### config.mk
export PLATFORM = sky130hd
export DESIGN_NAME = fetch_unit_flat
export DESIGN_NICKNAME = d
export VERILOG_FILES = /design/src/rtl/fetch_if.sv /design/src/rtl/fetch_unit.sv /design/src/flat_wrapper.sv
export SDC_FILE = /design/constraint.sdc
export NUM_CORES = 1
export LEC_CHECK = 0
export ABC_AREA = 1
export BUFFER_PORTS_ARGS = -buffer_cell sky130_fd_sc_hd__buf_2
export CAP_MARGIN = 10
export CORE_UTILIZATION = 53
export CTS_CLUSTER_DIAMETER = 50
export DETAILED_ROUTE_END_ITERATION = 7
export GPL_ROUTABILITY_DRIVEN = 0
export PLACE_DENSITY = 0.78
export SLEW_MARGIN = 15
export SYNTH_ARGS = -nofsm -noshare
export SYNTH_HDL_FRONTEND = slang
export SYNTH_SLANG_ARGS = --single-unit
### constraint.sdc
create_clock -name clk -period 7.2 [get_ports clk]
set_input_delay 0.72 -clock clk [delete_from_list [all_inputs] [get_ports clk]]
set_output_delay 0.72 -clock clk [all_outputs]
set_load 0.005 [all_outputs]
### src/rtl/fetch_if.sv
// fetch_if: decode/branch/imem signals between fetch_unit (master) and its environment (slave).
interface fetch_if #(parameter int ADDRESS_WIDTH = 6);
   logic                     stall;
   logic                     redirect_valid;
   logic [ADDRESS_WIDTH:0]   redirect_pc;
   logic                     imem_req;
   logic [ADDRESS_WIDTH:0]   imem_addr;
   logic [31:0]              imem_rdata;
   logic [31:0]              instr;
   logic [ADDRESS_WIDTH:0]   instr_pc;
   logic                     instr_valid;
   logic                     halted;
   modport master (
      input  stall, redirect_valid, redirect_pc, imem_rdata,
      output imem_req, imem_addr, instr, instr_pc, instr_valid, halted
   );
   modport slave (
      output stall, redirect_valid, redirect_pc, imem_rdata,
      input  imem_req, imem_addr, instr, instr_pc, instr_valid, halted
   );
endinterface

### src/rtl/fetch_unit.sv
// fetch_unit: PC owner issuing 1-cycle-latency imem reads, with a 1-entry skid under stall and redirect flush.
// Defining FETCH_HALT_EN adds a HALT state entered when opcode 6'b111111 is presented.
module fetch_unit #(
   parameter int                     ADDRESS_WIDTH = 6,
   parameter logic [ADDRESS_WIDTH:0] RESET_PC      = '0
) (
   input logic      clk,
   input logic      rst,
   fetch_if.master  bus
);
   localparam int PW = ADDRESS_WIDTH + 1;
`ifdef FETCH_HALT_EN
   typedef enum logic [1:0] {BOOT, RUN, HALT} state_t;
`else
   typedef enum logic {BOOT, RUN} state_t;
`endif
   state_t        state_q, state_d;
   logic [PW-1:0] pc_q, pc_d, tag_q, tag_d, ipc_q, ipc_d, skid_pc_q, skid_pc_d;
   logic [31:0]   instr_q, instr_d, skid_q, skid_d;
   logic          ival_q, ival_d, skid_v_q, skid_v_d, infl_q, infl_d, req;

   assign req = state_q == RUN && !bus.stall && !bus.redirect_valid;

   always_ff @(posedge clk or posedge rst) begin
      if (rst) begin
         state_q   <= BOOT;
         pc_q      <= RESET_PC;
         tag_q     <= '0;
         ipc_q     <= '0;
         skid_pc_q <= '0;
         instr_q   <= '0;
         skid_q    <= '0;
         ival_q    <= 1'b0;
         skid_v_q  <= 1'b0;
         infl_q    <= 1'b0;
      end else begin
         state_q   <= state_d;
         pc_q      <= pc_d;
         tag_q     <= tag_d;
         ipc_q     <= ipc_d;
         skid_pc_q <= skid_pc_d;
         instr_q   <= instr_d;
         skid_q    <= skid_d;
         ival_q    <= ival_d;
         skid_v_q  <= skid_v_d;
         infl_q    <= infl_d;
      end
   end

   always_comb begin
      state_d   = state_q == BOOT ? RUN : state_q;
      pc_d      = req ? pc_q + PW'(1) : pc_q;
      tag_d     = req ? pc_q : tag_q;
      infl_d    = req;
      instr_d   = instr_q;
      ipc_d     = ipc_q;
      ival_d    = ival_q;
      skid_d    = skid_q;
      skid_pc_d = skid_pc_q;
      skid_v_d  = skid_v_q;
      if (bus.redirect_valid) begin
         state_d  = RUN;
         pc_d     = bus.redirect_pc;
         ival_d   = 1'b0;
         skid_v_d = 1'b0;
         infl_d   = 1'b0;
      end
`ifdef FETCH_HALT_EN
      // Halt edge and HALT itself: any fetched-ahead data is dropped, halt instr held only while stalled
      else if (state_q == HALT || (state_q == RUN && ival_q && instr_q[31:26] == 6'h3f)) begin
         state_d  = HALT;
         skid_v_d = 1'b0;
         ival_d   = bus.stall ? ival_q : 1'b0;
      end
`endif
      else if (bus.stall) begin
         skid_d    = infl_q ? bus.imem_rdata : skid_q;
         skid_pc_d = infl_q ? tag_q : skid_pc_q;
         skid_v_d  = skid_v_q | infl_q;
      end else if (skid_v_q) begin
         instr_d  = skid_q;
         ipc_d    = skid_pc_q;
         ival_d   = 1'b1;
         skid_v_d = 1'b0;
      end else begin
         instr_d = infl_q ? bus.imem_rdata : instr_q;
         ipc_d   = infl_q ? tag_q : ipc_q;
         ival_d  = infl_q;
      end
   end

   assign bus.imem_req    = req;
   assign bus.imem_addr   = pc_q;
   assign bus.instr       = instr_q;
   assign bus.instr_pc    = ipc_q;
   assign bus.instr_valid = ival_q;
`ifdef FETCH_HALT_EN
   assign bus.halted = state_q == HALT;
`else
   assign bus.halted = 1'b0;
`endif
endmodule

### src/flat_wrapper.sv
// flat-port wrapper written by rule: the top's interface ports become plain ports
module fetch_unit_flat 
#(
   parameter int                     ADDRESS_WIDTH = 6,
   parameter logic [ADDRESS_WIDTH:0] RESET_PC      = '0
)
  (clk, rst, bus_stall, bus_redirect_valid, bus_redirect_pc, bus_imem_rdata, bus_imem_req, bus_imem_addr, bus_instr, bus_instr_pc, bus_instr_valid, bus_halted);
  fetch_if #(.ADDRESS_WIDTH(ADDRESS_WIDTH)) bus_i ();
  input logic clk;
  input logic rst;
  input wire logic [$bits(bus_i.stall)-1:0] bus_stall;
  input wire logic [$bits(bus_i.redirect_valid)-1:0] bus_redirect_valid;
  input wire logic [$bits(bus_i.redirect_pc)-1:0] bus_redirect_pc;
  input wire logic [$bits(bus_i.imem_rdata)-1:0] bus_imem_rdata;
  output wire logic [$bits(bus_i.imem_req)-1:0] bus_imem_req;
  output wire logic [$bits(bus_i.imem_addr)-1:0] bus_imem_addr;
  output wire logic [$bits(bus_i.instr)-1:0] bus_instr;
  output wire logic [$bits(bus_i.instr_pc)-1:0] bus_instr_pc;
  output wire logic [$bits(bus_i.instr_valid)-1:0] bus_instr_valid;
  output wire logic [$bits(bus_i.halted)-1:0] bus_halted;
  assign bus_i.stall = bus_stall;
  assign bus_i.redirect_valid = bus_redirect_valid;
  assign bus_i.redirect_pc = bus_redirect_pc;
  assign bus_i.imem_rdata = bus_imem_rdata;
  assign bus_imem_req = bus_i.imem_req;
  assign bus_imem_addr = bus_i.imem_addr;
  assign bus_instr = bus_i.instr;
  assign bus_instr_pc = bus_i.instr_pc;
  assign bus_instr_valid = bus_i.instr_valid;
  assign bus_halted = bus_i.halted;
  fetch_unit #(.ADDRESS_WIDTH(ADDRESS_WIDTH), .RESET_PC(RESET_PC)) u_core (.clk(clk), .rst(rst), .bus(bus_i));
endmodule
======== Yosys cells after proc, flatten, opt, wreduce, memory -nomap -nowiden ========
Index checks and enable logic that the tools add are counted.
storage, ports and cells
  register bits ........................... 96
  latch bits .............................. 0
  RAM bits ................................ 0
  bits in read-only memories .............. 0
  bits of input ports ..................... 43
  output and inout port bits .............. 49
  word-level logic and storage cells ...... 35
  memories ................................ 0
cells by class
  $add $sub $neg .......................... 1
  multiply operators ...................... 0
  div/mod/pow operators ................... 0
  magnitude comparators ................... 0
  eq/ne operators ......................... 1
  shift-type cells ........................ 0
  multiplexer cells ....................... 12
  bitwise logic cells ..................... 3
  reduce and logical (&&, ||, !) cells .... 8
operators by type and width
  cell                 number
  $mux 32              2
  $mux 7               4
  $add 7x1->7 const B  1
  $mux 1               6
  $reduce_and 3->1     2
  $reduce_bool 2->1    2
  $logic_and 1x1->1    2
  $logic_not 1->1      2
  $ne 2x1->1 const B   1
  $not 1->1            2
  $or 1x1->1           1

======== Longest topological paths before layout ========
Gate-level depths: netlist of the first run.
  depth after elaboration ................. 5
  mapped depth ............................ 9
  gate-level depth less buffers ........... 7

======== Least setup slack after synthesis of the first run ========
Ideal clock, no wire load.
  kind .................................... input port to output port
  start point ............................. input port bus_redirect_valid
  end point ............................... output port bus_imem_req
  arrival time ............................ 1.169 ns
  data required time ...................... 6.480 ns
  path slack .............................. 5.311 ns
  stages on the path ...................... 4
  path buffers ............................ 1
  path through ............................ buf_6 > nor2_4 > nand2_2 > inv_1
on the way
  cells in the longest elaborated chain, start to end .. 2
ends and longest elaborated chain
  what                RTL line            source
  start: declaration  flat_wrapper.sv:12  input wire logic [$bits(bus_i.redirect_valid)-1:0] bus_redirect_valid;
  $logic_not 1->1     fetch_unit.sv:22    assign req = state_q == RUN && !bus.stall && !bus.redirect_valid;
  $logic_and 1x1->1   fetch_unit.sv:22
  end: declaration    flat_wrapper.sv:15  output wire logic [$bits(bus_i.imem_req)-1:0] bus_imem_req;
No other way between the ends.

======== Worst setup path after layout of the first run ========
  start point ............................. register u_core.skid_v_q
  end point ............................... register u_core.ipc_q[1] (netlist: u_core.bus.instr_pc[1])
on the way
  cells in the longest elaborated chain, start to end .. 2
ends and longest elaborated chain
  what                                RTL line          source
  start: declaration                  fetch_unit.sv:20  logic ival_q, ival_d, skid_v_q, skid_v_d, infl_q, infl_d, req;
  start signal: assignment            fetch_unit.sv:45  skid_v_q <= skid_v_d;
  $reduce_bool 2->1 (no source line)  n/a
  $reduce_and 3->1 (no source line)   n/a
  end signal: assignment              fetch_unit.sv:40  ipc_q <= ipc_d;
  end: declaration                    fetch_unit.sv:18  logic [PW-1:0] pc_q, pc_d, tag_q, tag_d, ipc_q, ipc_d, skid_pc_q, skid_pc_d;
Several ways; a longest one is shown, not always the timed one.
A chain may end at the register's enable or synchronous reset.

==> flow_summary.json, run 1 <==
{
  "status": "complete, no violations",
  "critPathTopFamily": "flip-flops",
  "met3_usage_pct": 3.65,
  "busiest_layer": "met2",
  "grt_util_met1_pct": 27.5,
  "crit_path_max_incr_delay_ps": 1100,
  "numCtsBuffers": 9,
  "dp_hpwl_mm": 5.63,
  "finalMaxSlewViolations": 0,
  "grt_antenna_before_repair": 0,
  "worst-endpoint-required_ps": 7490,
  "fmax_mhz": 356,
  "cts_buffer_depth": 2,
  "vias": 3463,
  "min_period_over_period_pct": 39.0,
  "worstSetupPathType": "reg2reg",
  "grt_pass1_vias": 3316,
  "final_cells": 716,
  "wl_per_cell_um": 11.8,
  "endpoint_kind": "register",
  "cts_resized": 0,
  "fin_ws_ps": 4390,
  "cts_tree": "built",
  "drc": 0,
  "overflow": 0,
  "dp_cells": 700,
  "hold_viol": 0,
  "syn_inst": 534,
  "io_pins": 92,
  "firstDrtPassIters": 4,
  "critPathLaunchType": "register",
  "clockRootBuffer": "clkbuf_8",
  "drive_above_1_share_pct": 19.2,
  "path_clk_slew_ps": 90,
  "max_cap_viol_count": 0,
  "min_path_type": "in2async",
  "gr-usage-all-layers_pct": 21.8,
  "postRouteWirelength_mm": 8.45,
  "synth_seq_cells": 96,
  "clock-sinks": 96,
  "avgViaCountPerCell": 4.84,
  "setup_viol": 0,
  "slew_headroom_pct": 25.0,
  "grt_first_pass_wirelength_mm": 14.6,
  "fin_crit_ps": 2810,
  "ys_seq_area_share_pct": 56.1,
  "post_cts_buffers": 0,
  "pre_cts_slack_ps": 4400,
  "leakage_nw": 2.76,
  "ant_nets": 0,
  "diodes": 0,
  "power.density_nw_per_um2": 282,
  "hold_buffers": 0,
  "fp.dieH_um": 91.9,
  "yosys.cell_types.count": 21,
  "arrival_ps": 3100,
  "crit_top_cell": "nand2_1",
  "rows": 32,
  "grt_max_degree": 80,
  "syn_area_per_cell_um2": 8.01,
  "io_buffers": 90,
  "cp_cell_sequence": "inv_1, nand2_1, nand2_2, inv_2, nand2_1, nand2_1",
  "nNetsFinal": 653,
  "drtIter0Drc": 209,
  "placeableCoreArea_um2": 7770,
  "insertion_delay_ps": 360,
  "grt.met2_usage_pct": 36.9,
  "clock-skew-final_ps": 6.62,
  "dieArea_um2": 8440,
  "syn_nets": 578,
  "tightest_slew_ps": 1120,
  "start_util_pct": 55.1,
  "die_w_um": 91.9,
  "rsz0062_at_grt": "no",
  "synth_warnings": 0,
  "worst-path-buf-inv": 2,
  "h-tree-depth": 3,
  "areaGrowthSynthToFinish_pct": 16.1,
  "ir_drop_uv": 106,
  "worstPathMaxFanout": 79,
  "crit_path_top_delay_cell": "dfrtp_2",
  "netlist_area_um2": 4280,
  "tns_ps": 0
}
-- layout by cell type (no fill, tap or decap), types with 3 or more instances in the layout --
| cell type | Yosys | routed |
|---|---|---|
| nand3_1 | 12 | 12 |
| a21oi_1 | 4 | 4 |
| buf_2 | 14 | 90 |
| bufinv_16 | 0 | 4 |
| nand2_2 | 3 | 3 |
| o21ai_1 | 23 | 23 |
| o21ai_0 | 61 | 61 |
| clkbuf_8 | 0 | 9 |
| nand2_1 | 229 | 229 |
| nor2_1 | 9 | 9 |
| inv_1 | 58 | 57 |
| dfrtp_1 | 96 | 95 |
-- cells in the mapped netlist, drive strengths merged --
cell,n,area (um^2)
nand2,232,878
dfrtp,96,2400
o21ai,84,420
inv,60,225
buf,22,153
nand3,12,60.1
nor2,11,51.3
clkbuf,6,22.5
a21oi,4,20.0
conb,2,7.51
o211ai,2,15.0
ha,1,12.5
nor3,1,5.00
or2,1,6.26
-- final timing paths --
kind                                startpoint                endpoint  slack, ps  depth (start not counted)
max reg2reg                    u_core.skid_v_q  u_core.bus.instr_pc[1]       4390                          6
max                            u_core.skid_v_q  u_core.bus.instr_pc[1]       4390                          6
min in group clk           u_core.bus.instr[7]     u_core.bus.instr[7]        480                          2
min                                        rst     u_core.bus.instr[6]        410                          2
min reg2reg                u_core.bus.instr[7]     u_core.bus.instr[7]        480                          2
max in group asynchronous                  rst         u_core.skid_v_q       5620                          3
-- report_power, final --
part           switching (mW)  total (mW)  internal (mW)
sequential             0.0660       0.716          0.650
combinational           0.124       0.229          0.106
clock                   0.186       0.453          0.267
total                   0.376        1.40           1.02
-- flip-flops by register name (all words and copies together) (netlist names) --
signal                  cells
u_core.bus.imem_addr        7
u_core.bus.instr           32
u_core.bus.instr_pc         7
u_core.bus.instr_valid      1
u_core.infl_q               1
u_core.skid_pc_q            7
u_core.skid_q              32
u_core.skid_v_q             1
u_core.state_q              1
u_core.tag_q                7
-- worst reg2reg max path: cells and delay by family, from the launching register on --
| kind | cells | cell delay (ps) |
|---|---|---|
| flip-flops | 1 | 1100 |
| buffers and inverters | 2 | 840 |
| AND/OR/NAND/NOR | 4 | 810 |
-- cell families after synthesis --
logic type,count (synthesis),synth area share [%]
AND/OR/NAND/NOR,257,23.4
other,2,0.176
flip-flops,96,56.1
adder cells (fa/ha/maj),1,0.292
AO/OA/AOI/OAI,90,10.6
buffers and inverters,88,9.36
-- metal layers --
metal | share of wire (%) | routed length, um | up-vias
met1 | 46 | 3850 | 1587
met4 | 1.2 | 98 | 0
met3 | 4.9 | 413 | 9
met5 | 0 | 0 | -
met2 | 48 | 4090 | 81
li1 | - | - | 1786
-- metrics by stage --
stage | area [um^2] | hold WS [ps] | util [%] | power [mW]
final | 4970 | 408 | 63.9 | 1.40
after global routing | 4970 | 458 | 63.9 | 1.48
after CTS | 4970 | 421 | 63.9 | 1.41
after detailed placement | 4700 | 460 | 60.5 | 0.957
after global placement | 4700 | 459 | 60.5 | 0.944
after floorplan | 4280 | 453 | - | 0.851
-- area by class of cell --
| class | instances | area (um^2) |
|---|---|---|
| clock inverters | 7 | 143 |
| inverters | 60 | 226 |
| well taps | 102 | 128 |
| repair buffers | 92 | 465 |
| clock buffers | 9 | 124 |
| multi-input cells | 350 | 1480 |
| fillers | 676 | 2800 |
| flip-flops and latches | 96 | 2400 |
No activity file was read; power rests on OpenSTA's default activity.
==> run 2, diff against run 1 <==
clock period = 2.7 ns   (was 7.2 ns; I/O delays follow)
==> run 2 against run 1 <==
  * Total power grew to 2.6 times the previous value
  * Sequential power grew to 2.7 times the previous value
  * Via count increased by 2.4%
  * Routed wire length up 2.0%
  * Count of clock-buffer cells in the layout rose by 1
  * Core utilization up 0.29 points
  * Cell count up 0.42%
  * Die area stayed put
  * Sequential share of layout area decreased by 0.22 points
==> flow_summary.json, run 2 (synthesis results as in run 1) <==
{
  "status": "complete, no violations",
  "cts_buffer_depth": 2,
  "drtIter0Drc": 248,
  "grt_pass1_vias": 3304,
  "min_period_over_period_pct": 60.1,
  "critPathLaunchType": "register",
  "clockRootBuffer": "clkbuf_8",
  "wl_per_cell_um": 12.0,
  "slew_headroom_pct": 52.5,
  "endpoint_kind": "output pin",
  "grt_antenna_before_repair": 0,
  "avgViaCountPerCell": 4.93,
  "ant_nets": 0,
  "start_util_pct": 55.1,
  "nNetsFinal": 656,
  "power.density_nw_per_um2": 735,
  "finalMaxSlewViolations": 0,
  "vias": 3547,
  "io_pins": 92,
  "min_path_type": "in2async",
  "rows": 32,
  "grt_first_pass_wirelength_mm": 14.8,
  "rsz0062_at_grt": "no",
  "io_buffers": 90,
  "path_clk_slew_ps": 90,
  "gr-usage-all-layers_pct": 22.0,
  "drive_above_1_share_pct": 19.6,
  "placeableCoreArea_um2": 7770,
  "fp.dieH_um": 91.9,
  "worstPathMaxFanout": 17,
  "fmax_mhz": 617,
  "ir_drop_uv": 263,
  "drc": 0,
  "grt_max_degree": 79,
  "power_mw": 3.66,
  "areaGrowthSynthToFinish_pct": 16.6,
  "leakage_nw": 2.76,
  "cts_tree": "built",
  "cts_resized": 0,
  "clock-skew-final_ps": 14.9,
  "firstDrtPassIters": 4,
  "finalHoldWorstSlack_ps": 13.5,
  "worst-endpoint-required_ps": 2430,
  "fin_crit_ps": 1620,
  "setup_viol": 0,
  "hold_buffers": 0,
  "final_common_cell": "nand2_1",
  "die_w_um": 91.9,
  "insertion_delay_ps": 360,
  "numCtsBuffers": 9,
  "max_cap_viol_count": 0,
  "clock-sinks": 96,
  "dieArea_um2": 8440,
  "diodes": 0,
  "post_cts_buffers": 0,
  "arrival_ps": 1350,
  "utilization_pct": 64.2,
  "hold_viol": 0,
  "final_cell_mix": "229 x nand2_1, 95 x dfrtp_1, 90 x buf_2",
  "h-tree-depth": 3,
  "postRouteWirelength_mm": 8.62,
  "worstSetupPathType": "reg2out",
  "tightest_slew_ps": 710,
  "dp_hpwl_mm": 5.87,
  "overflow": 0,
  "tns_ps": 0
}
[run 2: worst max-delay path, stage by stage (launching register included)]
cell	delay, ps
dfrtp_1	400
nand2_2	260
inv_1	170
buf_2	160
[run 2: report_power, final]
part / internal, mW / switching, mW / leakage [nW]
logic: 0.287 / 0.339 / 1.43
clock network: 0.643 / 0.495 / 0.119
registers: 1.73 / 0.168 / 1.21
[run 2: worst paths after layout]
check                                        start                      end  slack, ps  cells past startpoint
max                                 u_core.state_q             bus_imem_req       1080                      3
min                                            rst        u_core.skid_q[28]         10                      2
max reg2reg                u_core.bus.imem_addr[0]  u_core.bus.imem_addr[1]       1250                      4
min reg2reg                 u_core.bus.instr_pc[0]   u_core.bus.instr_pc[0]        480                      2
max in group asynchronous                      rst        u_core.skid_q[18]       1980                      3
min in group clk                bus_redirect_pc[0]  u_core.bus.imem_addr[0]        130                      3
[run 2: routing by layer]
metal / track usage, % / vias up / share of wire (%)
li1: - / 1789 / -
met5: 0 / - / 0
met3: 3.15 / 10 / 4.2
met4: 8.07 / 0 / 1.4
met1: 29.6 / 1659 / 47
met2: 36.4 / 89 / 47
[run 2: metrics by stage]
step / cells / worst slack [ps] / instance area (um^2)
detailed placement: 703 / 1200 / 4740
global placement: 703 / 1270 / 4740
global route: 719 / 994 / 4990
CTS: 719 / 1060 / 4990
floorplan: 534 / 1300 / 4280
finish: 719 / 1080 / 4990
[run 2: area by class of cell]
class	instances	area (um^2)
multi-input cells	350	1480
inverters	60	229
flip-flops and latches	96	2400
clock inverters	6	114
clock buffers	10	138
fillers	669	2780
repair buffers	95	500
well taps	102	128
==> run 3, diff against run 2 <==
clock period = 1.5 ns   (was 2.7 ns; I/O delays follow)
==> run 3 against run 2 <==
  * Critical path type unchanged
  * Routed wire length grew 0.27%
  * Global-route usage about the same
  * Worst setup slack lost 970 ps
  * Flip-flop and latch count unchanged
  * Register-to-register slack got worse by 1100 ps
==> flow_summary.json, run 3 (synthesis results as in run 1) <==
{
  "ant_nets": 0,
  "fin_crit_ps": 1390,
  "final_common_cell": "nand2_1",
  "clock-skew-final_ps": 13.6,
  "drtIter0Drc": 222,
  "tns_ps": 0,
  "cp_cell_sequence": "nand2_4, inv_1, buf_2",
  "critPathLaunchType": "register",
  "nNetsFinal": 658,
  "drive_above_1_share_pct": 19.5,
  "slew_headroom_pct": 66.5,
  "drc": 0,
  "numCtsBuffers": 9,
  "rr_worst_depth": 4,
  "arrival_ps": 1240,
  "fmax_mhz": 720,
  "dp_hpwl_mm": 5.60,
  "ir_drop_uv": 583,
  "diodes": 0,
  "max_cap_viol_count": 0,
  "rows": 32,
  "grt_first_pass_wirelength_mm": 14.9,
  "grt_max_degree": 97,
  "die_w_um": 91.9,
  "cts_tree": "built",
  "endpoint_kind": "output pin",
  "areaGrowthSynthToFinish_pct": 15.6,
  "crit_path_max_incr_delay_ps": 420,
  "grt_pass1_vias": 3303,
  "status": "complete, no violations",
  "cts_buffer_depth": 2,
  "clock-sinks": 96,
  "start_util_pct": 55.1,
  "r2r_slack_ps": 140,
  "setup_viol": 0,
  "final_cells": 721,
  "postRouteWirelength_mm": 8.64,
  "met3_usage_pct": 3.40,
  "rsz0062_at_grt": "no",
  "worstSetupPathType": "reg2out",
  "dieArea_um2": 8440,
  "grt.met2_usage_pct": 36.1,
  "io_buffers": 90,
  "fp.dieH_um": 91.9,
  "avgViaCountPerCell": 4.90,
  "final_cell_mix": "229 x nand2_1, 95 x dfrtp_1, 90 x buf_2",
  "busiest_layer": "met2",
  "leakage_nw": 2.75,
  "placeableCoreArea_um2": 7770,
  "min_path_cells": 3,
  "vias": 3534,
  "grt_util_met1_pct": 30.0,
  "h-tree-depth": 3,
  "clockRootBuffer": "clkbuf_8",
  "path_clk_slew_ps": 90,
  "firstDrtPassIters": 4,
  "finalMaxSlewViolations": 0,
  "dp_cells": 704,
  "min_path_type": "in2reg",
  "wl_per_cell_um": 12.0,
  "tightest_slew_ps": 503,
  "insertion_delay_ps": 350,
  "crit_path_top_delay_cell": "dfrtp_1",
  "io_pins": 92,
  "overflow": 0,
  "gr-usage-all-layers_pct": 22.0,
  "worst-endpoint-required_ps": 1350,
  "grt_antenna_before_repair": 0,
  "hold_viol": 0,
  "power.density_nw_per_um2": 1220,
  "min_period_over_period_pct": 92.5,
  "worstPathMaxFanout": 17
}
run 3: per-stage QoR:
step | util [%] | hold slack (ps) | setup slack (ps) | instance area [um^2] | power, mW
after floorplan | - | 274 | 215 | 4280 | 4.09
final | 63.7 | 33.5 | 112 | 4950 | 6.05
after CTS | 63.6 | 23.8 | 67.6 | 4940 | 6.12
after global placement | 61.2 | 337 | 184 | 4760 | 4.53
after global routing | 63.7 | 38.9 | 40.6 | 4950 | 6.45
after detailed placement | 61.2 | 339 | 92.2 | 4760 | 4.60
run 3: area by class of cell:
class,count,area (um^2)
clock buffer,10,128
clock inverter,6,43.8
fill,679,2820
inverter,60,231
multi-input combinational,350,1480
sequential,96,2400
tap,102,128
timing repair buffer,97,531
run 3: what timing repair did:
action | CTS | global route
hold buffers | 1 | 0
endpoints found under the hold margin | 96 | 0
buffers inserted | 0 | 0
resized for setup | 1 | 2
setup endpoints to repair | 1 | 12
run 3: metal layers:
metal	share of wire [%]	routed length [um]
met1	46	3970
met2	47	4060
met3	6.2	533
met4	0.90	78
met5	0	0
run 3: worst paths after layout:
check | end | start
worst max register to register | u_core.bus.imem_addr[1] | u_core.bus.imem_addr[0]
max in group asynchronous | u_core.skid_v_q | rst
min in group asynchronous | u_core.bus.instr[25] | rst
worst min register to register | u_core.bus.instr_pc[5] | u_core.bus.instr_pc[5]
worst max-delay path | bus_imem_req | u_core.state_q
worst min-delay path | u_core.bus.imem_addr[0] | bus_redirect_pc[0]
run 3: power by group:
part | internal [mW] | switching, mW
clock network | 0.610 | 0.902
logic | 0.521 | 0.606
registers | 3.12 | 0.295
run 3: worst max-delay path: cells and delay by family (launching register included):
family                 cells  cell delay, ps
and+or+nand+nor            1             190
DFF                        1             420
buffers and inverters      2             290
